## src/rtl/loop_report_pkg.sv

```systemverilog
// Shared types for the loop report collector: FSM state encoding, field
// widths and the packed run record (count, first, last, sum, err).
package loop_report_pkg;

    localparam int unsigned IDX_W     = 4;
    localparam int unsigned CNT_W     = 5;
    localparam int unsigned SUM_W     = 8;
    localparam int unsigned SUM_EXT_W = SUM_W + 1;

    localparam logic [CNT_W-1:0] CNT_MAX = '1;
    localparam logic [SUM_W-1:0] SUM_MAX = '1;

    typedef enum logic [1:0] {
        IDLE    = 2'd0,
        COLLECT = 2'd1,
        EMIT    = 2'd2
    } state_e;

    typedef struct packed {
        logic [CNT_W-1:0] count;
        logic [IDX_W-1:0] first;
        logic [IDX_W-1:0] last;
        logic [SUM_W-1:0] sum;
        logic             err;
    } rec_t;

endpackage

```

## src/rtl/loop_seq_checker.sv

```systemverilog
// Combinational loop-sequence checker.
// Flags an iteration index that is out of range (>= LIMIT) or, once a run
// has started (count != 0), one that does not follow the previous index.
//   beat      : index carried by the iteration beat being accepted
//   last      : index of the previous iteration beat in this run
//   count     : iteration beats already accepted in this run
//   violation : combinational error indication for this beat
module loop_seq_checker
    import loop_report_pkg::*;
#(
    parameter int unsigned LIMIT = 10
) (
    input  logic [IDX_W-1:0] beat,
    input  logic [IDX_W-1:0] last,
    input  logic [CNT_W-1:0] count,
    output logic             violation
);

    logic range_err_c;
    logic step_err_c;

    // Step check is done one bit wider so last=15 expects 16, never 0.
    always_comb begin
        range_err_c = 32'(beat) >= LIMIT;
        step_err_c  = (count != '0) &&
                      ((IDX_W + 1)'(beat) != ((IDX_W + 1)'(last) + (IDX_W + 1)'(1)));
        violation   = range_err_c | step_err_c;
    end

endmodule

```

## src/rtl/loop_report_collector.sv

```systemverilog
// Loop report collector: accumulates iteration beats of one loop run and
// emits a single summary record when the run's done beat arrives.
// Optional sequence checking is compiled in with macro LOOP_REPORT_CHECK_EN;
// without it out_err is always 0.
//   clk, rst_n           : clock, async active-low reset
//   in_valid/in_ready    : beat handshake (in_index, in_done)
//   out_valid/out_ready  : record handshake
//   out_count/first/last/sum/err : record fields, zero while out_valid=0
module loop_report_collector
    import loop_report_pkg::*;
#(
    parameter int unsigned LIMIT = 10
) (
    input  logic             clk,
    input  logic             rst_n,
    input  logic             in_valid,
    output logic             in_ready,
    input  logic [IDX_W-1:0] in_index,
    input  logic             in_done,
    output logic             out_valid,
    input  logic             out_ready,
    output logic [CNT_W-1:0] out_count,
    output logic [IDX_W-1:0] out_first,
    output logic [IDX_W-1:0] out_last,
    output logic [SUM_W-1:0] out_sum,
    output logic             out_err
);

    // Indices are IDX_W bits wide, so a larger LIMIT can never be reached.
    if (LIMIT > (1 << IDX_W)) begin : g_limit_range
        $error("loop_report_collector: LIMIT exceeds index range");
    end

    state_e state_q, state_d;
    rec_t   acc_q, acc_d;
    rec_t   out_rec_q, out_rec_d;
    logic   out_valid_q, out_valid_d;
    logic   in_ready_q, in_ready_d;

    logic                 accept_c;
    logic                 violation_c;
    logic [SUM_EXT_W-1:0] sum_ext_c;

    assign accept_c = in_valid & in_ready_q;

`ifdef LOOP_REPORT_CHECK_EN
    loop_seq_checker #(
        .LIMIT (LIMIT)
    ) u_seq_checker (
        .beat      (in_index),
        .last      (acc_q.last),
        .count     (acc_q.count),
        .violation (violation_c)
    );
`else
    assign violation_c = 1'b0;
`endif

    // State and record registers.
    always_ff @(posedge clk or negedge rst_n) begin
        if (!rst_n) begin
            state_q     <= IDLE;
            acc_q       <= '0;
            out_rec_q   <= '0;
            out_valid_q <= 1'b0;
            in_ready_q  <= 1'b0;
        end else begin
            state_q     <= state_d;
            acc_q       <= acc_d;
            out_rec_q   <= out_rec_d;
            out_valid_q <= out_valid_d;
            in_ready_q  <= in_ready_d;
        end
    end

    // Next-state, accumulation and record capture.
    always_comb begin
        state_d     = state_q;
        acc_d       = acc_q;
        out_rec_d   = out_rec_q;
        out_valid_d = out_valid_q;
        sum_ext_c   = SUM_EXT_W'(acc_q.sum) + SUM_EXT_W'(in_index);

        case (state_q)
            IDLE, COLLECT: begin
                if (accept_c) begin
                    if (in_done) begin
                        out_rec_d   = acc_q;
                        out_valid_d = 1'b1;
                        state_d     = EMIT;
                    end else begin
                        if (acc_q.count != CNT_MAX) begin
                            acc_d.count = acc_q.count + CNT_W'(1);
                        end
                        acc_d.sum  = sum_ext_c[SUM_W] ? SUM_MAX : sum_ext_c[SUM_W-1:0];
                        acc_d.last = in_index;
                        if (acc_q.count == '0) begin
                            acc_d.first = in_index;
                        end
                        acc_d.err = acc_q.err | violation_c;
                        state_d   = COLLECT;
                    end
                end
            end
            EMIT: begin
                if (out_ready) begin
                    acc_d       = '0;
                    out_rec_d   = '0;
                    out_valid_d = 1'b0;
                    state_d     = IDLE;
                end
            end
            default: begin
                state_d = IDLE;
            end
        endcase

        // Registered ready tracks the upcoming state, so it is low in EMIT.
        in_ready_d = (state_d != EMIT);
    end

    assign in_ready  = in_ready_q;
    assign out_valid = out_valid_q;
    assign out_count = out_rec_q.count;
    assign out_first = out_rec_q.first;
    assign out_last  = out_rec_q.last;
    assign out_sum   = out_rec_q.sum;
    assign out_err   = out_rec_q.err;

endmodule

```

## config.mk

```make
export PLATFORM = sky130hd
export DESIGN_NAME = loop_report_collector
export DESIGN_NICKNAME = d
export VERILOG_FILES = /design/src/rtl/loop_report_pkg.sv /design/src/rtl/loop_seq_checker.sv /design/src/rtl/loop_report_collector.sv
export SDC_FILE = /design/constraint.sdc
export NUM_CORES = 1
export LEC_CHECK = 0
export BUFFER_PORTS_ARGS = -buffer_cell sky130_fd_sc_hd__buf_2
export CORE_ASPECT_RATIO = 1.25
export CORE_MARGIN = 10
export CORE_UTILIZATION = 58
export CTS_BUF_LIST = sky130_fd_sc_hd__clkbuf_8
export DETAILED_ROUTE_END_ITERATION = 10
export MAX_ROUTING_LAYER = met4
export PLACE_DENSITY = 0.89
export SYNTH_ARGS = -nofsm -noshare
export SYNTH_HDL_FRONTEND = slang
export SYNTH_SLANG_ARGS = --single-unit
```

## constraint.sdc

```tcl
create_clock -name clk -period 2.85 [get_ports clk]
set_clock_uncertainty 0.1 [all_clocks]
set_input_delay 0.285 -clock clk [delete_from_list [all_inputs] [get_ports clk]]
set_output_delay 0.285 -clock clk [all_outputs]
set_load 0.03 [all_outputs]
```

### Word-level counts from Yosys, hierarchy flattened

Cells that the tools add are included.

| cells by class | value |
|---|---|
| reduce and logical (&&, ||, !) cells | 9 |
| bitwise gates (word level) | 2 |
| add/subtract/negate cells | 2 |
| equality and inequality tests | 10 |
| muxes and demuxes | 18 |

Operators by type and width:

| cell | number |
|---|---|
| $mux W22 | 5 |
| $pmux W22 S2 | 2 |
| $ne A2 B2 Y1 const B | 7 |
| $reduce_and A5 Y1 | 2 |
| $add A8 B4 Y9 | 1 |
| $mux W8 | 1 |
| $reduce_and A4 Y1 | 2 |
| $mux W2 | 3 |
| $add A5 B1 Y5 const B | 1 |
| $logic_not A5 Y1 | 1 |
| $mux W5 | 1 |
| $ne A5 B5 Y1 const B | 1 |
| $mux W4 | 1 |
| $pmux W2 S2 | 1 |
| $mux W1 | 3 |
| $reduce_and A3 Y1 | 1 |
| $eq A2 B1 Y1 const B | 1 |
| $eq A2 B2 Y1 const B | 1 |
| $logic_not A2 Y1 | 1 |
| $pmux W1 S2 | 1 |
| $reduce_bool A2 Y1 | 1 |
| $reduce_or A2 Y1 | 1 |
| $and A1 B1 Y1 | 1 |
| $not A1 Y1 | 1 |

| word-level totals | value |
|---|---|
| logic and storage cells | 54 |
| bits of input ports | 9 |
| output and inout bits | 24 |
| register bits after elaboration | 48 |

### Depth between registers and ports, before layout

| logic depth | value |
|---|---|
| word-level depth | 5 |
| depth in mapped cells | 7 |
| mapped depth without buffers | 7 |

### Worst setup path before layout

No wires, ideal clock.

| timing | value |
|---|---|
| path type | register to register |
| from | register acc_q[1] (netlist name) |
| to | register acc_q[6] (netlist name) |
| buffers on the path | 0 |
| data arrival time | 1.765 ns |
| library setup time | 0.128 ns |
| required time | 2.622 ns |
| setup slack | 0.857 ns |
| stages on the path, launching flop included | 7 |
| clock period less this slack | 1.993 ns |
| cell sequence | dfrtp_1 -> ha_1 -> fa_1 -> a211oi_1 -> nor3_1 -> nor4b_1 -> nor3_1 |

| on the way | value |
|---|---|
| cells in the longest elaborated chain, start to end | 5 |

Ends and longest elaborated chain:

| what | line | text |
|---|---|---|
| start, declared | loop_report_collector.sv:35 | `rec_t acc_q, acc_d;` |
| start signal, assigned | loop_report_collector.sv:63 | `acc_q <= '0;` |
| start signal, assigned | loop_report_collector.sv:69 | `acc_q <= acc_d;` |
| $add A8 B4 Y9 | loop_report_collector.sv:82 | `sum_ext_c = SUM_EXT_W'(acc_q.sum) + SUM_EXT_W'(in_index);` |
| $mux W8 | loop_report_collector.sv:95 | `acc_d.sum = sum_ext_c[SUM_W] ? SUM_MAX : sum_ext_c[SUM_W-1:0];` |
| $mux W22 | loop_report_collector.sv:87 | `if (in_done) begin` |
| $mux W22 | loop_report_collector.sv:86 | `if (accept_c) begin` |
| $pmux W22 S2 | loop_report_collector.sv:84 | `case (state_q)` |

No other way between the ends. The select of a mux whose other input is x is not followed.
A chain may end at the register's enable or synchronous reset.

### Worst setup path after layout

Same ends and word-level chain as after synthesis.

==> out/metrics.cfg <==
[synthesis]
netlist_instances=178
synth_top_area_cell=dfrtp_1
syn_area_per_cell_um2=11.66
ys_seq_area_share_pct=55.46
ys.flop_type=dfrtp_1
yosysWarnings=0
synth_cell_types=42
async_flop_share_pct=100.0
ys_ff_latch=46
syn-num-nets=195
synth-edff-count=0
yosysTopAreaCellShare_pct=55.46
synthTopCellsByArea=dfrtp_1 (55%), a22o_1 (9.3%), ha_1 (4.2%)
synth.cell_area_um2=2076

[critical_path]
crit_path_max_fanout=5
worstSetupPathType=flip-flop to flip-flop
critPathLaunchType=flip-flop
cp_slowest_stage_delay_ns=0.44
crit_top_cell=nor3_1
worst_setup_path_end_kind=flip-flop
cp_cell_sequence=ha_1 -> fa_1 -> a211oi_1 -> nor3_1 -> nor4b_1 -> nor3_1
crit_slowest_cell=fa_1
cp.required_ns=2.93
critical_path_arrival_ns=2.36

[timing]
grt_setup_unrepaired=false
worst_pin_slew_ns=0.9957
timing.fmax_mhz=439.5
hold_viol=0
worst_hold_slack_ns=0.03395
relSlewSlack_pct=33.62
period_minus_slack_ns=2.276
setup_tns_ns=0
fin_crit_sh_pct=79.84
maxSlewViolCount=0
setup_viol=0

[layout]
layout-drive-gt1-share_pct=22.38
fin_nets=226
instances_no_fill=249
synthToLayoutAreaGrowth_pct=12.12
utilization_pct=66.81
antenna_cells=0

[status]
status=finished, final reports clean

[floorplanning]
rows=24
die_h_um=86.89
die_x_um=73.51
coreArea_um2=3483
dieArea_um2=6386
floorplan.initialDensity_pct=59.59
boundaryPins=33

[routing]
wirelength_um=4467
drtAntennaViolNets=0
drc_errors=0
vias=1526
via_per_inst=6.129
first_iter_violations=132
firstDrtPassIters=4
wl_per_cell_um=17.94

[placement]
placed_cells=241
io_buffers=31
dp_hpwl_um=3106
globalplace.congestion=0.9049

[global_routing]
grt_start_max_net_pins=47
grt_pass1_wl_um=7493
antenna_found_initial=0
grt.total_usage_pct=15.24
gr-total-overflow=0
grt_pass1_vias=1570

[clock_network]
numCtsBuffers=5
clk_latency_ns=0.32
tritoncts=done
clock_tree.root_cell=clkbuf_8
post-cts-setup-buffer-count=0
cts_buffer_depth=2
cts_resized=0
clkSlewWorstSetupHoldPaths_ns=0.10
htreeDepth=2
cts_sinks=46
postCtsHoldBufs=0

[pwr]
switching_power_uw=958.2
clock_power_share_pct=17.6
vdd_drop_max_v=0.0006283
seqPwrFrac_pct=44.9
combPwrFrac_pct=37.5
swShare_pct=41.01
p_leak_uw=0.001199
power.internal_uw=1378
power.density_nw_per_um2=1004
power_uw=2336

[flow_run]
cap_violations=0

[hold_path]
holdCritPathClass=input port to async pin

==> power by group through the flow <==
stage	clock, µW	combinational (µW)	sequential [µW]
after floorplan	0	418	1250
after global placement	0	851	1050
after detailed placement	0	876	1060
after CTS	418	884	1050
after global routing	451	962	1080
final	412	876	1050
==> path summary, 6_finish.rpt <==
path	from	to	slack (ns)	cells past startpoint
min in group clk	in_done	state_q[0]	0.08	2
max in group asynchronous	rst_n	acc_q[5]	1.99	1
setup reg to reg	acc_q[1]	acc_q[6]	0.57	6
hold / removal	rst_n	acc_q[1]	0.03	1
setup / recovery	acc_q[1]	acc_q[6]	0.57	6
hold reg to reg	acc_q[16]	acc_q[16]	0.38	2
==> cell usage after synthesis, types with 2 or more instances <==
cell type	instances
ha_1	7
nor3_1	2
a21oi_1	3
nand2_1	16
a211oi_1	3
a21o_1	4
inv_1	3
nor4b_1	2
a22o_1	22
buf_2	6
nand2b_1	2
nor2_1	10
and3_1	2
xor2_1	3
dfrtp_1	46
nand3_1	4
o21ai_0	17
a32o_1	2
==> state kept, by name, indices dropped and copies added (netlist names) <==
register / cells
out_last: 4
out_sum: 8
in_ready: 1
out_count: 5
state_q: 2
out_first: 4
acc_q: 21
out_valid: 1
==> critical path: cells and delay by family (launching register included) <==
family | cells | cell delay, ns
AOI/OAI and AO/OA | 1 | 0.42
DFF | 1 | 0.41
and+or+nand+nor | 3 | 0.54
adders and majority gates | 2 | 0.67
==> cell type report <==
class,instances,area [µm²]
fill,273,1156
sequential,46,1151
multi-input combinational,119,845.8
timing repair buffer,34,177.7
clock buffer,5,68.82
tap,39,48.80
clock inverter,3,23.77
inverter,3,11.26
==> routing by layer <==
metal	part of all wire [%]	GRT usage, %	wire (µm)	vias to the layer above
met5	0	-	0	-
met1	44	18.91	1977	757
li1	-	-	-	720
met2	47	22.20	2096	40
met3	6.4	4.224	287	9
met4	2.4	7.470	106	0
==> placed cells by master (no fill, tap or decap), types with 2 or more instances in the layout <==
cell and count:
a21o_1 4, nand2_1 16, a211oi_1 3, nor3_1 2
a32o_1 2, ha_1 7, and3_1 2, dfrtp_1 46
o21ai_0 17, clkinvlp_4 2, buf_2 31, nor2_1 10
nand3_1 4, nor4b_1 2, clkbuf_8 5, a21oi_1 3
a22o_1 22, xor2_1 3, buf_4 3, inv_1 3
nand2b_1 2
==> cell families after synthesis <==
group,synth area share [%]
xor gates and xnor gates,1.266
adders and majority gates,5.184
and+or+nand+nor,12.18
AOI/OAI and AO/OA,21.46
muxes,0.4822
DFF,55.45
buffers and inverters,3.797
other,0.1807
==> through the flow <==
| step | worst slack (ns) | area (µm²) |
|---|---|---|
| 2_1_floorplan | 0.8570 | 2076 |
| 3_3_place_gp | 0.7169 | 2235 |
| 3_5_place_dp | 0.6164 | 2235 |
| 4_1_cts | 0.6120 | 2327 |
| 5_1_grt | 0.4503 | 2327 |
| 6_report | 0.5745 | 2327 |
Power figures use the tool's default switching activity.
